===== src/rtl/analog_seq_pkg.sv =====
// Shared types and default sizes for the analog control-word sequencer.
package analog_seq_pkg;

  localparam int DEF_DEPTH   = 8;
  localparam int DEF_CTRL_W  = 16;
  localparam int DEF_DWELL_W = 8;

  typedef enum logic {
    IDLE = 1'b0,
    RUN  = 1'b1
  } seq_state_t;

  typedef struct packed {
    logic [DEF_CTRL_W-1:0]  word;
    logic [DEF_DWELL_W-1:0] dwell;
  } seq_entry_t;

endpackage


===== src/rtl/analog_seq_table.sv =====
// Flop-based {word, dwell} table: one synchronous write port, one combinational read port.
module analog_seq_table
  import analog_seq_pkg::*;
#(
  parameter int DEPTH   = DEF_DEPTH,
  parameter int CTRL_W  = DEF_CTRL_W,
  parameter int DWELL_W = DEF_DWELL_W,
  parameter int IDX_W   = $clog2(DEPTH)
) (
  input  logic               clk_in,
  input  logic               reset_int,
  input  logic               we,
  input  logic [IDX_W-1:0]   wr_addr,
  input  logic [CTRL_W-1:0]  wr_word,
  input  logic [DWELL_W-1:0] wr_dwell,
  input  logic [IDX_W-1:0]   rd_idx,
  output logic [CTRL_W-1:0]  rd_word,
  output logic [DWELL_W-1:0] rd_dwell
);

  // Same layout as seq_entry_t, but sized by this instance's parameters.
  typedef struct packed {
    logic [CTRL_W-1:0]  word;
    logic [DWELL_W-1:0] dwell;
  } entry_t;

  entry_t entries [DEPTH];

  always_ff @(posedge clk_in) begin
    if (reset_int) begin
      for (int unsigned i = 0; i < DEPTH; i++) begin
        entries[i] <= '0;
      end
    end else if (we) begin
      entries[wr_addr] <= '{word: wr_word, dwell: wr_dwell};
    end
  end

  // Read sees pre-write contents during a same-cycle write: no write-through.
  assign rd_word  = entries[rd_idx].word;
  assign rd_dwell = entries[rd_idx].dwell;

endmodule


===== src/rtl/analog_ctrl_sequencer.sv =====
// Steps the analog block's control word through a table of {word, dwell} entries.
module analog_ctrl_sequencer
  import analog_seq_pkg::*;
#(
  parameter int DEPTH   = DEF_DEPTH,
  parameter int CTRL_W  = DEF_CTRL_W,
  parameter int DWELL_W = DEF_DWELL_W,
  parameter int IDX_W   = $clog2(DEPTH)
) (
  input  logic               clk_in,
  input  logic               reset_int,
  input  logic               cfg_we,
  input  logic [IDX_W-1:0]   cfg_addr,
  input  logic [CTRL_W-1:0]  cfg_word,
  input  logic [DWELL_W-1:0] cfg_dwell,
  input  logic [IDX_W-1:0]   seq_last,
  input  logic               loop_en,
  input  logic               start,
  input  logic               abort,
  input  logic [CTRL_W-1:0]  idle_word,
  output logic [CTRL_W-1:0]  analog_control,
  output logic               busy,
  output logic               done,
  output logic [IDX_W-1:0]   step_idx
);

  seq_state_t         state, state_d;
  logic [CTRL_W-1:0]  ctrl_q, ctrl_d;
  logic [DWELL_W-1:0] cnt_q, cnt_d;
  logic [IDX_W-1:0]   idx_q, idx_d;
  logic [IDX_W-1:0]   last_q, last_d;
  logic               done_q, done_d;
  logic               load;
  logic [IDX_W-1:0]   rd_idx;
  logic [CTRL_W-1:0]  rd_word;
  logic [DWELL_W-1:0] rd_dwell;

  analog_seq_table #(
    .DEPTH   (DEPTH),
    .CTRL_W  (CTRL_W),
    .DWELL_W (DWELL_W),
    .IDX_W   (IDX_W)
  ) u_table (
    .clk_in    (clk_in),
    .reset_int (reset_int),
    .we        (cfg_we),
    .wr_addr   (cfg_addr),
    .wr_word   (cfg_word),
    .wr_dwell  (cfg_dwell),
    .rd_idx    (rd_idx),
    .rd_word   (rd_word),
    .rd_dwell  (rd_dwell)
  );

  always_comb begin
    state_d = state;
    ctrl_d  = ctrl_q;
    cnt_d   = cnt_q;
    idx_d   = idx_q;
    last_d  = last_q;
    done_d  = 1'b0;
    load    = 1'b0;
    rd_idx  = '0;

    unique case (state)
      IDLE: begin
        ctrl_d = idle_word;
        cnt_d  = '0;
        idx_d  = '0;
        if (start && !abort) begin
          state_d = RUN;
          last_d  = seq_last;
          load    = 1'b1;
        end
      end
      RUN: begin
        if (abort) begin
          state_d = IDLE;
          ctrl_d  = idle_word;
          cnt_d   = '0;
          idx_d   = '0;
        end else if (cnt_q != '0) begin
          cnt_d = cnt_q - 1'b1;
        end else if (idx_q < last_q) begin
          rd_idx = idx_q + 1'b1;
          load   = 1'b1;
        end else if (loop_en) begin
          load = 1'b1;
        end else begin
          state_d = IDLE;
          ctrl_d  = idle_word;
          cnt_d   = '0;
          idx_d   = '0;
          done_d  = 1'b1;
        end
      end
      default: state_d = IDLE;
    endcase

    // Every entry load (start, advance, wrap) goes through the one read port.
    if (load) begin
      ctrl_d = rd_word;
      cnt_d  = rd_dwell;
      idx_d  = rd_idx;
    end
  end

  always_ff @(posedge clk_in) begin
    if (reset_int) begin
      state  <= IDLE;
      ctrl_q <= '0;
      cnt_q  <= '0;
      idx_q  <= '0;
      last_q <= '0;
      done_q <= 1'b0;
    end else begin
      state  <= state_d;
      ctrl_q <= ctrl_d;
      cnt_q  <= cnt_d;
      idx_q  <= idx_d;
      last_q <= last_d;
      done_q <= done_d;
    end
  end

  assign analog_control = ctrl_q;
  assign busy           = (state == RUN);
  assign done           = done_q;
  assign step_idx       = idx_q;

endmodule


===== config.mk =====
export PLATFORM = sky130hd
export DESIGN_NAME = analog_ctrl_sequencer
export DESIGN_NICKNAME = d
export VERILOG_FILES = /design/src/rtl/analog_seq_pkg.sv /design/src/rtl/analog_seq_table.sv /design/src/rtl/analog_ctrl_sequencer.sv
export SDC_FILE = /design/constraint.sdc
export NUM_CORES = 1
export LEC_CHECK = 0
export ABC_AREA = 1
export CAP_MARGIN = 20
export CORE_ASPECT_RATIO = 0.75
export CORE_MARGIN = 2
export CORE_UTILIZATION = 50
export CTS_CLUSTER_DIAMETER = 200
export DETAILED_ROUTE_END_ITERATION = 8
export PLACE_DENSITY = 0.7
export SYNTH_ARGS = -nofsm -noshare
export SYNTH_HDL_FRONTEND = slang
export SYNTH_SLANG_ARGS = --single-unit

===== constraint.sdc =====
create_clock -name clk_in -period 4.1 [get_ports clk_in]
set_input_delay 0.41 -clock clk_in [delete_from_list [all_inputs] [get_ports clk_in]]
set_output_delay 0.41 -clock clk_in [all_outputs]
set_load 0.03 [all_outputs]

==> impl_metrics.env <==
export IMPL_status="finished, final reports clean"
export IMPL_period_share=0.711
export IMPL_nets=1226
export IMPL_p_sw_frac=0.247
export IMPL_max_cap_violations=0
export IMPL_cp_cell_sequence="inv_1 -> ha_1 -> nand2_4 -> nor2_8 -> nand2_2 -> nor2_4 -> buf_12 -> nand2_1 -> nand3_1 -> nand3_1 -> nand3_1 -> nand2_1 -> inv_1"
export IMPL_track_usage=0.269
export IMPL_yosys_warnings=0
export IMPL_tightest_slew_ns=0.856
export IMPL_arrival_ns=3.37
export IMPL_synthesis_area_um2=10300
export IMPL_worstSkewPairLatency_ns=0.51
export IMPL_power_frac_comb=0.104
export IMPL_grt_pass1_wl_mm=44.2
export IMPL_mostFrequentLayoutCells="221 x nand2_1, 213 x nand3_1, 200 x nor2_1"
export IMPL_final_common_cell="nand2_1"
export IMPL_synth_nets=1161
export IMPL_p_seq_frac=0.525
export IMPL_via_per_inst=5.67
export IMPL_start_util=0.508
export IMPL_max_stage_delay_ns=0.60
export IMPL_wl_mm=28.9
export IMPL_yosys_register_bits=224
export IMPL_die_y_um=128
export IMPL_clock_tree_root_cell="clkbuf_16"
export IMPL_cts_hold_buf=0
export IMPL_critPathLaunchType="register"
export IMPL_pwr_share_clk=0.372
export IMPL_final_hold_violation_count=0
export IMPL_slew_headroom=0.427
export IMPL_path_buf_inv=3
export IMPL_slew_viol_final=0
export IMPL_slowest_stage="nor2_4"
export IMPL_fillCellCount=1698
export IMPL_synthArstFlopShare=0
export IMPL_num_rows=45
export IMPL_worst_ir_drop_vdd_mv=0.267
export IMPL_clock_sinks=224
export IMPL_gr_total_overflow=0
export IMPL_setup_viol=0
export IMPL_place_area_um2=11300
export IMPL_layout_min_cycle_time_ns=2.92
export IMPL_ys_flop_type="edfxtp_1"
export IMPL_io_pins=73
export IMPL_finalPower_w=0.00508
export IMPL_num_vias=8192
export IMPL_drtIter0Drc=1156
export IMPL_hpwlAfterDp_mm=17.8
export IMPL_antenna_left=0
export IMPL_endpoint_kind="register"
export IMPL_synth_edf_count=192
export IMPL_clock_skew_ns=0.0120
export IMPL_worstPathMaxFanout=37
export IMPL_syn_inst=1105
export IMPL_port_buffers=72
export IMPL_wl_per_cell_um=20.0
export IMPL_grt_max_degree=74
export IMPL_max_freq_mhz=343
export IMPL_avgSynthCellArea_um2=9.30
export IMPL_rsz0062_at_grt="no"
export IMPL_syn_to_final_growth_pct=16.1
export IMPL_ys_seq_area_frac=0.623
export IMPL_ctsResizeCount=0
export IMPL_dieArea_um2=21700
export IMPL_core_um2=20200
export IMPL_preCtsSetupSlack_ns=1.15
export IMPL_cts_post_setup_buffers_inserted=0
export IMPL_setup_worst_path_class="reg2reg"
export IMPL_clkTransAtPathRegs_ns=0.06
export IMPL_hold_class="reg2reg"
export IMPL_die_w_um=170
export IMPL_p_int_w=0.00383
export IMPL_critPathTopFamily="simple AND/OR/NAND/NOR gates"
export IMPL_yosysUniqueCellTypes=31
export IMPL_fin_ws_ns=1.18
export IMPL_drive_gt1_frac=0.0649
export IMPL_stdcell_area_um2=11900
export IMPL_drtPass1Iterations=8
export IMPL_p_sw_w=0.00125
export IMPL_required_ns=4.56
export IMPL_cts_buffers=22
export IMPL_drcViolationCount=0
export IMPL_p_leak_nw=4.92
export IMPL_p_per_area_nw_per_um2=426
export IMPL_grt_pass1_vias=7574
export IMPL_gp_congestion=0.835
export IMPL_htreeDepth=1
export IMPL_path_common_cell="nand3_1"
export IMPL_insertedDiodeCount=0
export IMPL_cts_tree="yes"
export IMPL_fin_tns_setup_ns=0
export IMPL_clockBufferDepth=3
export IMPL_holdWs_ns=0.463
export IMPL_antenna_found_initial=0
export IMPL_regArea_um2=6410
export IMPL_multiInputGateArea_um2=3210
synth_stat cells (4+ instances only):
cell	instances	area [um^2]
edfxtp_1	192	5770
clkbuf_1	32	120
buf_2	18	90.1
dfxtp_1	32	641
xor2_1	5	43.8
ha_1	4	50.1
nand3_1	213	1070
nor2_1	200	751
nor2_2	4	25.0
a21oi_1	9	45.0
o21ai_0	43	215
inv_1	97	364
buf_4	10	75.1
nand2_1	221	830
cell type report:
type / count / share of cell area
well taps: 258 / 0.0271
multi-input cells: 719 / 0.269
clock buffers: 30 / 0.0513
flip-flops and latches: 224 / 0.537
clock inverters: 10 / 0.00367
inverters: 101 / 0.0318
repair buffers: 102 / 0.0803
final timing paths:
check | from | to | slack [ns] | cells past startpoint
max | cnt_q[0] | analog_control[10] | 1.18 | 13
min | last_q[0] | last_q[0] | 0.46 | 2
max reg2reg | cnt_q[0] | analog_control[10] | 1.18 | 13
min reg2reg | last_q[0] | last_q[0] | 0.46 | 2
routing by layer:
metal | vias up | routed length, um | global-route usage
met5 | - | 0 | 0
met4 | 0 | 593 | 0.0729
met3 | 42 | 3710 | 0.0722
met2 | 485 | 12100 | 0.386
met1 | 3864 | 12500 | 0.404
li1 | 3801 | - | -
state kept, by name, summed over array words and instances (netlist names):
register / flops
u_table.entries: 192
analog_control: 16
cnt_q: 8
last_q: 3
step_idx: 3
busy: 1
done: 1
worst min-delay path, delay by kind of cell (launching register included):
kind	cells	cell delay, ns
flip-flops	1	0.32
buffers and inverters	1	0.05
AO/OA/AOI/OAI	1	0.05
cells by family (layout without fill, tap and decap cells):
kind of cell	Yosys count	count (layout)	share of synthesized area
simple gates	655	655	0.275
buf+inv	162	243	0.0650
flops	224	224	0.623
compound gates	54	54	0.0268
xor+xnor	6	6	0.00511
fa+ha+maj	4	4	0.00487
power by group through the flow:
stage	Clock, W	Sequential [W]	Combinational [W]
6_report	0.00189	0.00267	0.000527
5_1_grt	0.00198	0.00268	0.000574
4_1_cts	0.00189	0.00267	0.000522
3_5_place_dp	0	0.00271	0.000518
3_3_place_gp	0	0.00271	0.000511
2_1_floorplan	0	0.00273	0.000278
metrics by stage:
stage / cells / util
after floorplan: 1105 / -
after global placement: 1404 / 0.558
after detailed placement: 1404 / 0.558
after CTS: 1444 / 0.590
after global routing: 1444 / 0.590
final: 1444 / 0.590
Power figures use the tool's default switching activity.
